<file path="src/rtl/keycode_pkg.sv">
// Shared types and helpers for the keycode event decoder.
// Event encodings, HID key codes and the game-key lookup.
package keycode_pkg;

    localparam logic [7:0] KEY_JUMP_HID    = 8'h2C;
    localparam logic [7:0] KEY_PAUSE_HID   = 8'h13;
    localparam logic [7:0] KEY_RESTART_HID = 8'h15;

    typedef enum logic [1:0] {
        EVT_JUMP    = 2'd0,
        EVT_PAUSE   = 2'd1,
        EVT_RESTART = 2'd2
    } evt_code_t;

    typedef enum logic [1:0] {
        EVT_PRESS   = 2'd0,
        EVT_RELEASE = 2'd1,
        EVT_REPEAT  = 2'd2
    } evt_type_t;

    typedef struct packed {
        evt_code_t code;
        evt_type_t kind;
    } evt_t;

    typedef struct packed {
        logic      valid;
        evt_code_t code;
    } key_map_t;

    typedef enum logic [1:0] {
        ST_IDLE     = 2'd0,
        ST_EMIT_REL = 2'd1,
        ST_EMIT_PRS = 2'd2
    } fsm_t;

    function automatic key_map_t map_key(
        input logic [7:0] code,
        input logic [7:0] k_jump,
        input logic [7:0] k_pause,
        input logic [7:0] k_restart
    );
        key_map_t m;
        m.valid = 1'b1;
        m.code  = EVT_JUMP;
        if (code == k_jump) begin
            m.code = EVT_JUMP;
        end else if (code == k_pause) begin
            m.code = EVT_PAUSE;
        end else if (code == k_restart) begin
            m.code = EVT_RESTART;
        end else begin
            m.valid = 1'b0;
        end
        return m;
    endfunction

endpackage

</file>
<file path="src/rtl/keycode_event_decoder_fifo.sv">
// Small registered event FIFO, no fall-through.
// Drops pushes while full unless a pop frees a slot the same cycle.
import keycode_pkg::*;

module evt_fifo #(
    parameter int  DEPTH = 4,
    parameter type T     = evt_t
) (
    input  logic i_clk,
    input  logic i_rst,
    input  logic i_push,
    input  T     i_data,
    input  logic i_ready,
    output logic o_valid,
    output T     o_data,
    output logic o_overflow
);

    localparam int AW = $clog2(DEPTH);

    T               r_mem [DEPTH];
    logic [AW-1:0]  r_wptr;
    logic [AW-1:0]  r_rptr;
    logic [AW:0]    r_count;
    logic           r_overflow;
    logic           w_full;
    logic           w_pop;
    logic           w_wr;

    assign o_valid    = (r_count != '0);
    assign w_full     = (r_count == (AW+1)'(DEPTH));
    assign w_pop      = o_valid && i_ready;
    assign w_wr       = i_push && (!w_full || w_pop);
    assign o_data     = r_mem[r_rptr];
    assign o_overflow = r_overflow;

    // Pointer, occupancy and sticky overflow bookkeeping.
    always_ff @(posedge i_clk) begin
        if (i_rst) begin
            r_wptr     <= '0;
            r_rptr     <= '0;
            r_count    <= '0;
            r_overflow <= 1'b0;
        end else begin
            if (w_wr) begin
                r_wptr <= r_wptr + AW'(1);
            end
            if (w_pop) begin
                r_rptr <= r_rptr + AW'(1);
            end
            case ({w_wr, w_pop})
                2'b10:   r_count <= r_count + (AW+1)'(1);
                2'b01:   r_count <= r_count - (AW+1)'(1);
                default: r_count <= r_count;
            endcase
            if (i_push && !w_wr) begin
                r_overflow <= 1'b1;
            end
        end
    end

    // Storage array; contents are don't-care until written.
    always_ff @(posedge i_clk) begin
        if (w_wr) begin
            r_mem[r_wptr] <= i_data;
        end
    end

endmodule

</file>
<file path="src/rtl/keycode_event_decoder.sv">
// Debounces the NIOS keycode and turns changes into game-key events.
// RELEASE of the old key always precedes PRESS of the new one.
import keycode_pkg::*;

module keycode_event_decoder #(
    parameter int         STABLE_CYCLES = 4,
    parameter int         FIFO_DEPTH    = 4,
    parameter int         REPEAT_DELAY  = 30,
    parameter int         REPEAT_RATE   = 6,
    parameter logic [7:0] KEY_JUMP      = KEY_JUMP_HID,
    parameter logic [7:0] KEY_PAUSE     = KEY_PAUSE_HID,
    parameter logic [7:0] KEY_RESTART   = KEY_RESTART_HID
) (
    input  logic       Clk,
    input  logic       Reset,
    input  logic [7:0] keycode,
    input  logic       frame_tick,
    output logic       evt_valid,
    input  logic       evt_ready,
    output logic [1:0] evt_code,
    output logic [1:0] evt_type,
    output logic       held_jump,
    output logic       held_pause,
    output logic       held_restart,
    output logic [7:0] stable_keycode,
    output logic       overflow
);

    localparam int CW = $clog2(STABLE_CYCLES);
    localparam int RW = $clog2(REPEAT_DELAY + 1);

    logic [7:0]    r_kc_s1;
    logic [7:0]    r_kc_s2;
    logic [7:0]    r_cand;
    logic [CW-1:0] r_cnt;
    logic [7:0]    r_stable;
    logic [7:0]    r_prev;
    logic [7:0]    r_next;
    logic [RW-1:0] r_rcnt;
    fsm_t          r_state;
    fsm_t          w_next_state;
    logic          w_cnt_max;
    logic          w_commit;
    logic          w_rep_act;
    logic          w_rep_fire;
    logic          w_push;
    evt_t          w_push_evt;
    evt_t          w_head;
    key_map_t      w_old_map;
    key_map_t      w_new_map;
    key_map_t      w_prev_map;
    key_map_t      w_next_map;

    assign w_cnt_max  = (r_cnt == CW'(STABLE_CYCLES - 1));
    assign w_commit   = w_cnt_max && (r_cand != r_stable) && (r_state == ST_IDLE);
    assign w_rep_act  = (r_stable == KEY_JUMP) && (r_state == ST_IDLE) && !w_commit;
    assign w_rep_fire = w_rep_act && frame_tick && (r_rcnt == RW'(REPEAT_DELAY - 1));

    assign w_old_map  = map_key(r_stable, KEY_JUMP, KEY_PAUSE, KEY_RESTART);
    assign w_new_map  = map_key(r_cand, KEY_JUMP, KEY_PAUSE, KEY_RESTART);
    assign w_prev_map = map_key(r_prev, KEY_JUMP, KEY_PAUSE, KEY_RESTART);
    assign w_next_map = map_key(r_next, KEY_JUMP, KEY_PAUSE, KEY_RESTART);

    assign stable_keycode = r_stable;
    assign held_jump      = (r_stable == KEY_JUMP);
    assign held_pause     = (r_stable == KEY_PAUSE);
    assign held_restart   = (r_stable == KEY_RESTART);
    assign evt_code       = w_head.code;
    assign evt_type       = w_head.kind;

    // Two-flop synchroniser followed by the stability counter.
    always_ff @(posedge Clk) begin
        if (Reset) begin
            r_kc_s1 <= '0;
            r_kc_s2 <= '0;
            r_cand  <= '0;
            r_cnt   <= '0;
        end else begin
            r_kc_s1 <= keycode;
            r_kc_s2 <= r_kc_s1;
            if (r_kc_s2 != r_cand) begin
                r_cand <= r_kc_s2;
                r_cnt  <= '0;
            end else if (!w_cnt_max) begin
                r_cnt <= r_cnt + CW'(1);
            end
        end
    end

    // Commit the debounced code and remember the old/new pair to report.
    always_ff @(posedge Clk) begin
        if (Reset) begin
            r_stable <= '0;
            r_prev   <= '0;
            r_next   <= '0;
        end else if (w_commit) begin
            r_stable <= r_cand;
            r_prev   <= r_stable;
            r_next   <= r_cand;
        end
    end

    // Auto-repeat tick counter; ticks during commits or emits are lost.
    always_ff @(posedge Clk) begin
        if (Reset) begin
            r_rcnt <= '0;
        end else if (w_commit) begin
            r_rcnt <= '0;
        end else if (w_rep_act && frame_tick) begin
            if (w_rep_fire) begin
                r_rcnt <= RW'(REPEAT_DELAY - REPEAT_RATE);
            end else begin
                r_rcnt <= r_rcnt + RW'(1);
            end
        end
    end

    // Emit FSM state register.
    always_ff @(posedge Clk) begin
        if (Reset) begin
            r_state <= ST_IDLE;
        end else begin
            r_state <= w_next_state;
        end
    end

    // Next state and the single FIFO push per cycle.
    always_comb begin
        w_next_state    = r_state;
        w_push          = 1'b0;
        w_push_evt.code = EVT_JUMP;
        w_push_evt.kind = EVT_REPEAT;
        unique case (r_state)
            ST_IDLE: begin
                if (w_commit) begin
                    if (w_old_map.valid) begin
                        w_next_state = ST_EMIT_REL;
                    end else if (w_new_map.valid) begin
                        w_next_state = ST_EMIT_PRS;
                    end
                end else if (w_rep_fire) begin
                    w_push = 1'b1;
                end
            end
            ST_EMIT_REL: begin
                w_push          = 1'b1;
                w_push_evt.code = w_prev_map.code;
                w_push_evt.kind = EVT_RELEASE;
                w_next_state    = w_next_map.valid ? ST_EMIT_PRS : ST_IDLE;
            end
            ST_EMIT_PRS: begin
                w_push          = 1'b1;
                w_push_evt.code = w_next_map.code;
                w_push_evt.kind = EVT_PRESS;
                w_next_state    = ST_IDLE;
            end
            default: begin
                w_next_state = ST_IDLE;
            end
        endcase
    end

    evt_fifo #(
        .DEPTH (FIFO_DEPTH),
        .T     (evt_t)
    ) u_fifo (
        .i_clk      (Clk),
        .i_rst      (Reset),
        .i_push     (w_push),
        .i_data     (w_push_evt),
        .i_ready    (evt_ready),
        .o_valid    (evt_valid),
        .o_data     (w_head),
        .o_overflow (overflow)
    );

endmodule

</file>
<file path="config.mk">
export PLATFORM = sky130hd
export DESIGN_NAME = keycode_event_decoder
export DESIGN_NICKNAME = d
export VERILOG_FILES = /design/src/rtl/keycode_pkg.sv /design/src/rtl/keycode_event_decoder_fifo.sv /design/src/rtl/keycode_event_decoder.sv
export SDC_FILE = /design/constraint.sdc
export NUM_CORES = 1
export LEC_CHECK = 0
export CORE_MARGIN = 1.5
export CORE_UTILIZATION = 45
export CTS_BUF_LIST = sky130_fd_sc_hd__clkbuf_4 sky130_fd_sc_hd__clkbuf_8 sky130_fd_sc_hd__clkbuf_16
export DETAILED_ROUTE_END_ITERATION = 10
export GPL_TIMING_DRIVEN = 0
export SYNTH_ARGS = -nofsm -noshare
export SYNTH_HDL_FRONTEND = slang
export SYNTH_SLANG_ARGS = --single-unit
</file>
<file path="constraint.sdc">
create_clock -name Clk -period 2.9 [get_ports Clk]
set_clock_uncertainty 0.05 [all_clocks]
set_input_delay 0.58 -clock Clk [delete_from_list [all_inputs] [get_ports Clk]]
set_output_delay 0.58 -clock Clk [all_outputs]
set_load 0.005 [all_outputs]
</file>
==> impl_summary.log <==
INFO  metric cts_sinks = 75
INFO  metric grt_start_max_net_pins = 15
INFO  metric floorplan.initialDensity = 0.462
INFO  metric syn_to_final_growth = 20.4%
INFO  metric antenna_found_initial = 0
INFO  metric cts_hold_buffers = 0
INFO  metric routed-via-count = ~2200
INFO  metric status = finished, final reports clean
INFO  metric initialDrtViolationCount = 68
INFO  metric synthesis.instances = 298
INFO  metric clockBufferDepth = 2
INFO  metric clk_root_buffer_cell = sky130_fd_sc_hd__clkbuf_8
INFO  metric timing.reg2reg.worst_path_depth = 11
INFO  metric synth_edf_count = 16
INFO  metric avgSynthCellArea = between 10 and 15 sq um
INFO  metric post_syn_nets = around 320
INFO  metric whs = 0.389 ns
INFO  metric grt_first_pass_wirelength = approximately 10000 um
INFO  metric yosys_most_used_dff = sky130_fd_sc_hd__dfxtp_1
INFO  metric numPortBuffers = 28
INFO  metric finalPower = 2.02 mW
INFO  metric timing_worst_setup_path_type = reg2out
INFO  metric hold_path_depth = 1
INFO  metric setup.worst_path.start_class = register
INFO  metric power_density = approximately 500 nW/um^2
INFO  metric antenna_cells = 0
INFO  metric core_region_area = between 7000 and 8000 sq um
INFO  metric final-hold-violation-count = 0
INFO  metric fillCellCount = ~660
INFO  metric post_route_cells_drive_above_1_share = 0.161
INFO  metric ys_seq_area_frac = 0.498
INFO  metric drc = 0
INFO  metric worst-endpoint-required = 2.27 ns
INFO  metric worst_path_fanout_max = 6
INFO  metric h_tree_depth = 3
INFO  metric total_congestion_overflow = 0
INFO  metric maxSlewHeadroom = 0.492
INFO  metric cts_post_setup_buffers_inserted = 0
INFO  metric place_congestion = roughly 0.74
INFO  metric period_share = 0.939
INFO  metric final_nets = between 300 and 400
INFO  metric grt_setup_unrepaired = false
INFO  metric grt_pass1_vias = just over 2000
INFO  metric die_width = between 80 and 90 um
INFO  metric cts_made_buffers = 9
INFO  metric yosysWarnings = 0
INFO  metric timing.critical_path.arrival = ~2.1 ns
INFO  metric maxSlewViolCount = 0
INFO  metric clkTransAtPathRegs = 0.08 ns
INFO  metric dpl.hpwl = 4500 um
INFO  metric drt-wirelength-per-cell = about 14 um
INFO  metric grt_use_total = 0.178
INFO  metric wl = approximately 6300 um
INFO  metric crit_path_end_kind = primary output
INFO  metric timing.fmax = between 300 and 400 MHz
INFO  metric cts_tree = yes
INFO  metric io_pins = 29
INFO  metric fin_crit = about 2.7 ns
INFO  metric synth_cell_types = 53
INFO  metric die_height = 89.1 um
INFO  metric ys_seq_elements = 75
INFO  metric die_area = between 7000 and 8000 sq um
INFO  metric worstSkewPairLatency = ~0.35 ns
INFO  metric ys_async_sr_fraction = 0
INFO  metric avgViaCountPerCell = ~5.0
INFO  metric row_count = 31
INFO  metric ant_nets = 0
INFO  metric mappedNetlistArea = ~3300 sq um
INFO  metric worst_ir_drop_vdd = 379 uV
INFO  metric tightestPinTransition = approximately 0.76 ns
INFO  metric total_leakage_power = 1.44 nW
INFO  metric first_pass_iters = 4
INFO  metric drv.max_cap_violation_count = 0
INFO  metric finalSetupViolations = 0
INFO  metric hold_path.class = reg2reg
==> through the flow <==
| step | utilization | instances | instance area, sq um | TNS, ns | setup slack, ns |
|---|---|---|---|---|---|
| after floorplan | - | 298 | 3330 | 0 | 0.401 |
| after global placement | 0.518 | 425 | 3740 | -0.775 | -0.501 |
| after detailed placement | 0.518 | 425 | 3740 | -0.872 | -0.554 |
| after CTS | 0.549 | 441 | 3960 | 0 | 0.0340 |
| after global routing | 0.556 | 441 | 4010 | 0 | 0.0103 |
| final | 0.556 | 441 | 4010 | 0 | 0.177 |
==> report_power, final <==
part           leakage, nW  internal, mW  total [mW]  switching (mW)
sequential           0.630          1.07        1.08         0.00914
combinational        0.702        0.0363      0.0691          0.0328
clock                0.108         0.463       0.863           0.401
==> synthesized netlist by cell type, types with 4 or more instances <==
cell	count	area share
sky130_fd_sc_hd__nand4_1	5	0.0094
sky130_fd_sc_hd__nand2_1	9	0.010
sky130_fd_sc_hd__a21oi_1	10	0.015
sky130_fd_sc_hd__dfxtp_1	59	0.35
sky130_fd_sc_hd__xnor2_1	8	0.021
sky130_fd_sc_hd__and2_1	6	0.011
sky130_fd_sc_hd__inv_1	11	0.012
sky130_fd_sc_hd__and3_1	5	0.0094
sky130_fd_sc_hd__clkbuf_1	6	0.0068
sky130_fd_sc_hd__nand2b_1	4	0.0075
sky130_fd_sc_hd__edfxtp_1	16	0.14
sky130_fd_sc_hd__xor2_1	13	0.034
sky130_fd_sc_hd__mux4_2	4	0.027
sky130_fd_sc_hd__nor2b_1	27	0.051
sky130_fd_sc_hd__nor2_1	30	0.034
sky130_fd_sc_hd__ha_1	12	0.045
sky130_fd_sc_hd__mux2i_1	18	0.054
==> layout make-up <==
class,instances,area [sq um],share of cell area
buffer,10,56.3,0.0140
clock buffer,11,156,0.0390
clock inverter,5,60.1,0.0150
inverter,12,45.0,0.0112
multi-input combinational,201,1620,0.404
sequential,75,1670,0.416
tap,99,124,0.0309
timing repair buffer,28,280,0.0698
==> worst paths after layout <==
check	start	endpoint	slack [ns]
worst max-delay path	r_next[4]	held_pause	0.18
worst min-delay path	r_kc_s1[1]	r_kc_s2[1]	0.39
worst max register to register	r_next[5]	u_fifo.r_count[2]	0.20
worst min register to register	r_kc_s1[1]	r_kc_s2[1]	0.39
==> state kept, by name, summed over array words and instances, names as in the netlist, named ones only <==
signal and count:
r_cand 8, u_fifo.r_rptr 2, r_cnt 2, r_prev 8, u_fifo.r_mem 16, u_fifo.r_count 3, r_next 8, r_rcnt 5
r_kc_s1 8, r_kc_s2 8, u_fifo.o_overflow 1, u_fifo.r_wptr 2, r_state 2
==> logic make-up (layout without fill, tap and decap cells) <==
logic type | count (synthesis) | in the layout | synth area share
flops | 75 | 75 | 0.498
simple gates | 116 | 116 | 0.215
fa+ha+maj | 13 | 13 | 0.0511
mux | 25 | 25 | 0.0923
buf+inv | 22 | 66 | 0.0304
compound gates | 26 | 26 | 0.0574
xor+xnor | 21 | 21 | 0.0552
==> layer usage <==
metal | share of wire | GRT usage | vias to the layer above
met2 | 0.46 | 0.282 | 33
met4 | 0.013 | 0.0671 | 0
met5 | 0 | 0 | -
met3 | 0.035 | 0.0480 | 7
met1 | 0.49 | 0.235 | 1068
li1 | - | - | 1111
==> repair_timing <==
| action | 4_1_cts | 5_1_grt |
|---|---|---|
| endpoints found under the setup margin | 1 | 3 |
| resized for setup | 1 | 17 |
| pin swaps | 0 | 2 |
==> critical path, stage by stage, from the launching register on <==
cell                              delay (ns)
sky130_fd_sc_hd__dfxtp_1                0.45
sky130_fd_sc_hd__nor4bb_2               0.45
sky130_fd_sc_hd__nand4b_1               0.20
sky130_fd_sc_hd__inv_1                  0.14
sky130_fd_sc_hd__clkdlybuf4s50_1        0.51
==> cells in the final DEF (no fill, tap or decap), types with 2 or more instances in the layout <==
cell type	n
sky130_fd_sc_hd__and3_1	5
sky130_fd_sc_hd__nand4b_1	2
sky130_fd_sc_hd__nand3_1	3
sky130_fd_sc_hd__clkbuf_8	9
sky130_fd_sc_hd__clkbuf_1	6
sky130_fd_sc_hd__edfxtp_1	16
sky130_fd_sc_hd__clkdlybuf4s50_1	28
sky130_fd_sc_hd__nand2_2	2
sky130_fd_sc_hd__ha_2	2
sky130_fd_sc_hd__buf_6	2
sky130_fd_sc_hd__nor2b_1	27
sky130_fd_sc_hd__xnor2_1	8
sky130_fd_sc_hd__ha_1	10
sky130_fd_sc_hd__xor2_1	12
sky130_fd_sc_hd__nor2_1	29
sky130_fd_sc_hd__nand3b_1	2
sky130_fd_sc_hd__dfxtp_1	51
sky130_fd_sc_hd__o21ai_0	2
sky130_fd_sc_hd__a31oi_1	2
sky130_fd_sc_hd__mux4_2	4
sky130_fd_sc_hd__nor4bb_1	2
sky130_fd_sc_hd__nand2b_1	4
sky130_fd_sc_hd__and4_1	2
sky130_fd_sc_hd__nand2_1	8
sky130_fd_sc_hd__nor3_1	3
sky130_fd_sc_hd__nand4_1	5
sky130_fd_sc_hd__and2_1	6
sky130_fd_sc_hd__nor4b_4	2
sky130_fd_sc_hd__and4b_1	2
sky130_fd_sc_hd__o21ai_1	3
sky130_fd_sc_hd__dfxtp_2	8
sky130_fd_sc_hd__mux2i_1	18
sky130_fd_sc_hd__nor4_4	2
sky130_fd_sc_hd__a21oi_1	10
sky130_fd_sc_hd__or3_1	2
sky130_fd_sc_hd__inv_1	11
Power figures use the tool's default switching activity.
